### config.mk
export PLATFORM = sky130hd
export DESIGN_NAME = mult_div_unit
export DESIGN_NICKNAME = d
export VERILOG_FILES = /design/src/rtl/mult_div_unit.sv
export SDC_FILE = /design/constraint.sdc
export NUM_CORES = 1
export LEC_CHECK = 0
export BUFFER_PORTS_ARGS = -buffer_cell sky130_fd_sc_hd__buf_2
export CAP_MARGIN = 15
export CORE_ASPECT_RATIO = 0.9
export CORE_MARGIN = 8
export CORE_UTILIZATION = 32
export DETAILED_ROUTE_END_ITERATION = 8
export SLEW_MARGIN = 0
export SYNTH_ARGS = -nofsm -noshare
export SYNTH_HDL_FRONTEND = slang
export SYNTH_SLANG_ARGS = --single-unit
### constraint.sdc
create_clock -name clock -period 7.7 [get_ports clock]
set_clock_uncertainty 0.15 [all_clocks]
set_input_delay 0.385 -clock clock [delete_from_list [all_inputs] [get_ports clock]]
set_output_delay 0.385 -clock clock [all_outputs]
set_load 0.05 [all_outputs]
### src/rtl/mult_div_unit.sv
// rtl/mult_div_unit.sv - 32-bit signed radix-2 Booth multiplier and restoring divider
// Divider datapath, DIV and FIX states are included only when MD_DIV_EN is defined.
module mult_div_unit (
   input  logic        clock,
   input  logic        reset,
   input  logic        start,
   input  logic        op,
   input  logic [31:0] a,
   input  logic [31:0] b,
   output logic [31:0] hi,
   output logic [31:0] lo,
   output logic        busy,
   output logic        done,
   output logic        div0
);

`ifdef MD_DIV_EN
   typedef enum logic [2:0] {S_IDLE, S_MULT, S_DIV, S_FIX, S_DONE} state_t;
`else
   typedef enum logic [1:0] {S_IDLE, S_MULT, S_DONE} state_t;
`endif

   state_t      state, state_next;
   logic [4:0]  cnt;
   logic [32:0] acc;
   logic [31:0] qr;
   logic        qm1;
   logic [31:0] m;
   logic        div_err;

   // Booth step: 33-bit accumulator absorbs the overflow of +/- 0x80000000.
   logic [32:0] booth_sum;
   logic [32:0] booth_acc;
   logic [31:0] booth_q;
   logic        booth_qm1;

   always_comb begin
      booth_sum = acc;
      case ({qr[0], qm1})
         2'b01:   booth_sum = acc + {m[31], m};
         2'b10:   booth_sum = acc - {m[31], m};
         default: booth_sum = acc;
      endcase
      {booth_acc, booth_q, booth_qm1} = {booth_sum[32], booth_sum, qr};
   end

`ifdef MD_DIV_EN
   logic        neg_q, neg_r;
   logic [31:0] a_mag, b_mag;
   logic [32:0] rem_sh;
   logic [33:0] diff;
   logic        div_ge;
   logic [32:0] div_acc;
   logic [31:0] div_q;
   logic [31:0] quo_fix, rem_fix;

   always_comb begin
      a_mag   = a[31] ? (32'd0 - a) : a;
      b_mag   = b[31] ? (32'd0 - b) : b;
      rem_sh  = {acc[31:0], qr[31]};
      diff    = {1'b0, rem_sh} - {2'b00, m};
      div_ge  = ~diff[33];
      div_acc = div_ge ? diff[32:0] : rem_sh;
      div_q   = {qr[30:0], div_ge};
      quo_fix = neg_q ? (32'd0 - qr) : qr;
      rem_fix = neg_r ? (32'd0 - acc[31:0]) : acc[31:0];
   end
`endif

   always_comb begin
      state_next = state;
      div_err    = 1'b0;
      case (state)
         S_IDLE: begin
            if (start) begin
`ifdef MD_DIV_EN
               if (!op) begin
                  state_next = S_MULT;
               end else if (b == 32'd0) begin
                  state_next = S_DONE;
                  div_err    = 1'b1;
               end else begin
                  state_next = S_DIV;
               end
`else
               state_next = op ? S_DONE : S_MULT;
               div_err    = op;
`endif
            end
         end
         S_MULT:  if (cnt == 5'd31) state_next = S_DONE;
`ifdef MD_DIV_EN
         S_DIV:   if (cnt == 5'd31) state_next = S_FIX;
         S_FIX:   state_next = S_DONE;
`endif
         S_DONE:  state_next = S_IDLE;
         default: state_next = S_IDLE;
      endcase
   end

   always_ff @(posedge clock or negedge reset) begin
      if (!reset) state <= S_IDLE;
      else        state <= state_next;
   end

   always_ff @(posedge clock or negedge reset) begin
      if (!reset) begin
         cnt  <= 5'd0;
         acc  <= 33'd0;
         qr   <= 32'd0;
         qm1  <= 1'b0;
         m    <= 32'd0;
         hi   <= 32'd0;
         lo   <= 32'd0;
         done <= 1'b0;
         div0 <= 1'b0;
`ifdef MD_DIV_EN
         neg_q <= 1'b0;
         neg_r <= 1'b0;
`endif
      end else begin
         done <= (state_next == S_DONE);
         div0 <= div_err;
         case (state)
            S_IDLE: begin
               if (start) begin
                  cnt <= 5'd0;
                  acc <= 33'd0;
                  qm1 <= 1'b0;
                  qr  <= b;
                  m   <= a;
`ifdef MD_DIV_EN
                  if (op) begin
                     qr <= a_mag;
                     m  <= b_mag;
                  end
                  neg_q <= a[31] ^ b[31];
                  neg_r <= a[31];
`endif
               end
            end
            S_MULT: begin
               acc <= booth_acc;
               qr  <= booth_q;
               qm1 <= booth_qm1;
               cnt <= cnt + 5'd1;
               if (cnt == 5'd31) begin
                  hi <= booth_acc[31:0];
                  lo <= booth_q;
               end
            end
`ifdef MD_DIV_EN
            S_DIV: begin
               acc <= div_acc;
               qr  <= div_q;
               cnt <= cnt + 5'd1;
            end
            S_FIX: begin
               hi <= rem_fix;
               lo <= quo_fix;
            end
`endif
            default: ;
         endcase
      end
   end

   assign busy = (state != S_IDLE);

endmodule

==> reports/metrics.csv <==
stage;metric;value;unit
status;status;finished clean;
cells_and_area;share of cells above drive strength 1;15.5;%
cells_and_area;Final nets;1322;
clock_tree;clk root buf;clkbuf_16;
cells_and_area;antenna diode count;0;
global_routing;total global routing overflow;0;
cells_and_area;Area growth, synth to finish;19.3;%
timing;unrepaired setup endpoints after global routing;no;
die;die height;177;um
die;Die W;195;um
place;HPWL after detailed placement;16600;um
synth;Yosys Warn Count;0;
global_routing;first-pass GRT wire length;41000;um
timing;TNS Setup;0;ns
global_routing;largest net degree at the start of global routing;108;
synth;Simple-Gate Fraction of Synth Area;22.5;%
timing;Max Slew Vio Count;0;
clock_tree;post_cts resized;0;
timing;Final Hold Viols;0;
setup_path;Setup crit end kind;flip-flop;
route;DR pass1 iterations;5;
die;CORE AREA;28600;um^2
global_routing;GR Util All Layers;14.5;%
die;FP Rows;59;
die;Starting Density;32.2;%
power;worst IR drop on VDD;250;uV
place;routability cong.;0.859;
setup_path;worst-path cell chain;inv_1 -> ha_1 -> nand2_1 -> nor3_1 -> a31oi_1 -> xnor2_1 -> ha_1 -> nor2b_1 -> o31a_1 -> a311o_2 -> a32oi_4 -> o221ai_1 -> a21oi_1 -> mux2i_1 -> xor2_1 -> o21ai_1;
clock_tree;Clock transition at path regs;0.07;ns
clock_tree;hold_buf cts;22;
synth;sequential area share after synthesis;46.1;%
setup_path;slowest cell on the critical path;nor3_1;
synth;Synth Register Bits;170;
die;Die ar.;34500;um^2
synth;compound-gate portion of the synthesized area;16.3;%
clock_tree;CTS Buffer Depth;2;
synth;Synth async-reset ratio;100;%
timing;final setup violation count;0;
synth;Syn Area/Cell;8.39;um^2
route;DRC;0;
synth;ys flop type;dfrtp_1;
route;per-cell routed wire length;15.3;um
global_routing;number of antenna violations at the first check in global routing;0;
synth;cell count after synthesis;1099;
setup_path;Reg2Reg Setup Slack;2.98;ns
synth;Syn Nets;1204;
route;antenna viol nets, final;0;
route;Via Count;7759;
hold_path;HP Class;input pin to flip-flop;
setup_path;Buf/Inv on CP;1;
setup_path;Crit path top cell by count;ha_1;
timing;post-layout min period;4.72;ns
setup_path;FF-to-FF End;hi[31]$_DFFE_PN0P_;
setup_path;CP max FO;7;
setup_path;CP peak stage delay;0.76;ns
synth;post-synthesis adder-cell area fraction;5.10;%
setup_path;worst r2r src;m[0]$_DFFE_PN0P_;
clock_tree;H-tree levels;4;
cells_and_area;fin cells;1596;
setup_path;CP startpoint kind;flip-flop;
power;Design Power;5.71;mW
setup_path;worst setup path end;hi[31]$_DFFE_PN0P_;
setup_path;CP arrival;4.85;ns
global_routing;vias in the first global route;7893;
timing;Max-slew headroom;30.6;%
clock_tree;CTS buffer count;17;
synth;Post-Syn Area;9220;um^2
route;vias per cell;4.86;
route;routed wire length;24500;um
timing;Final Cycle Share;61.3;%
synth;post-synthesis mux area share;1.22;%
cells_and_area;fin util;38.4;%
synth;main combinational cell family by area after synthesis;simple AND/OR/NAND/NOR gates;
clock_tree;TritonCTS clock tree;yes;
power;Leak;5.46;nW
synth;Yosys cell types;55;
setup_path;Critical Path RT;7.83;ns
setup_path;start point of the critical path;m[0]$_DFFE_PN0P_;
flow_run;MaxCap Viol Count;0;
clock_tree;postcts setup bufs;0;
synth;area leader, netlist;dfrtp_1;
synth;top cell type's share of synthesized area;46.1;%
die;IO Pins;135;
power;PwrDens;519;nW/um^2
place;IO Port Bufs;134;
timing;Least-Margin Pin Slew;1.04;ns
setup_path;Worst R2R Path Depth;16;
setup_path;top cell family by delay on the critical path;compound AO/OA/AOI/OAI gates;
clock_tree;Skew-Pair Late Insertion Delay;0.43;ns
place;dpl cell area;10200;um^2
timing;FMAX;0.212;GHz
synth;top post-synthesis cells by area;dfrtp_1, nand2_1, ha_1;
route;drt initial violations;353;
hold_path;hold depth;3;
place;placed cells;1542;
synth;xor/xnor share of the synthesized area;5.41;%
clock_tree;TritonCTS Sinks;170;
synth;EDFF count, synth;0;
cells_and_area;Final Cell Area;11000;um^2
setup_path;Setup Crit Path Kind;flip-flop to flip-flop;
setup_path;critical path depth;16;
worst min path at each step:
stage / slack, ns / startpoint / endpoint
floorplan: -0.06 / reset / acc[0]$_DFFE_PN0P_
detailed placement: 0.31 / lo[27]$_DFFE_PN0P_ / lo[27]$_DFFE_PN0P_
CTS: 0.003 / a[24] / m[24]$_DFFE_PN0P_
finish: 0.02 / a[14] / m[14]$_DFFE_PN0P_
global route: 0.007 / op / state[0]$_DFF_PN0_
global placement: 0.30 / lo[26]$_DFFE_PN0P_ / lo[26]$_DFFE_PN0P_
worst reg2reg max path: cells and delay by family, from the launching register on:
| family | cells | cell delay (ns) |
|---|---|---|
| AOI/OAI and AO/OA | 7 | 1.76 |
| adders and majority gates | 2 | 0.54 |
| and+or+nand+nor | 3 | 0.99 |
| DFF | 1 | 0.41 |
| xor gates and xnor gates | 2 | 0.34 |
| buffers and inverters | 1 | 0.08 |
| muxes | 1 | 0.33 |
cells by family (layout without fill, tap and decap cells):
group / count (synthesis) / count (layout)
flip-flops: 170 / 170
AO/OA/AOI/OAI: 251 / 251
XOR/XNOR: 57 / 57
multiplexers: 11 / 11
AND/OR/NAND/NOR: 491 / 491
buffers and inverters: 82 / 213
adder cells (fa/ha/maj): 37 / 37
layout make-up:
class	count	area [um^2]
inverters	18	67.6
well taps	366	458
repair buffers	163	950
clock buffers	17	425
flip-flops and latches	170	4250
fillers	2949	17600
clock inverters	15	174
multi-input cells	847	4680
cell usage after synthesis, types with 4 or more instances:
library cell and instances:
nand2_1 299, dfrtp_1 170, nor2_1 88, o21ai_0 80
a21oi_1 69, clkbuf_1 56, xnor2_1 51, a31oi_1 44
nand3_1 37, ha_1 36, a21o_1 20, inv_1 18
nor3_1 14, nand2b_1 11, and3_1 9, mux2i_1 9
nor2b_1 8, o21bai_1 6, o31ai_1 6, xor2_1 6
and2_1 5, buf_1 5, nand4_1 4, nor3b_1 4
through the flow:
step | hold WS [ns] | setup WS [ns]
after floorplan | -0.0606 | 3.73
after global placement | 0.302 | 3.07
after detailed placement | 0.308 | 2.98
after CTS | 0.00288 | 2.96
after global routing | 0.00684 | 2.66
final | 0.0247 | 2.98
flip-flops by register name, indices dropped and copies added, names as in the netlist:
| name | count |
|---|---|
| qr | 32 |
| cnt | 5 |
| m | 32 |
| lo | 32 |
| qm1 | 1 |
| acc | 32 |
| done | 1 |
| state | 2 |
| div0 | 1 |
| hi | 32 |
power breakdown:
part | internal, mW | switching [mW] | leakage [nW] | total, mW
Sequential | 1.17 | 0.241 | 2.19 | 1.41
Combinational | 1.39 | 2.04 | 2.98 | 3.43
Clock | 0.441 | 0.436 | 0.294 | 0.877
Total | 3.00 | 2.72 | 5.46 | 5.71
per-layer routing:
metal  track usage [%]  up-vias  routed length (um)
met5                 0        -                   0
met4              3.72        0                 306
met3              2.74       15                 906
met2              23.9      119               11600
met1              19.3     3655               11600
li1                  -     3970                   -
cell usage in the layout (no fill, tap or decap), drive strengths merged, types with 17 or more instances in the layout:
cell type | Yosys | routed
nand2 | 299 | 299
dfrtp | 170 | 170
buf | 8 | 141
nor2 | 88 | 88
o21ai | 83 | 83
a21oi | 72 | 72
xnor2 | 51 | 51
a31oi | 44 | 44
nand3 | 37 | 37
ha | 36 | 36
inv | 18 | 27
dlygate4sd3 | 0 | 22
a21o | 20 | 20
clkbuf | 56 | 17
(Power assumes the default switching activity.)
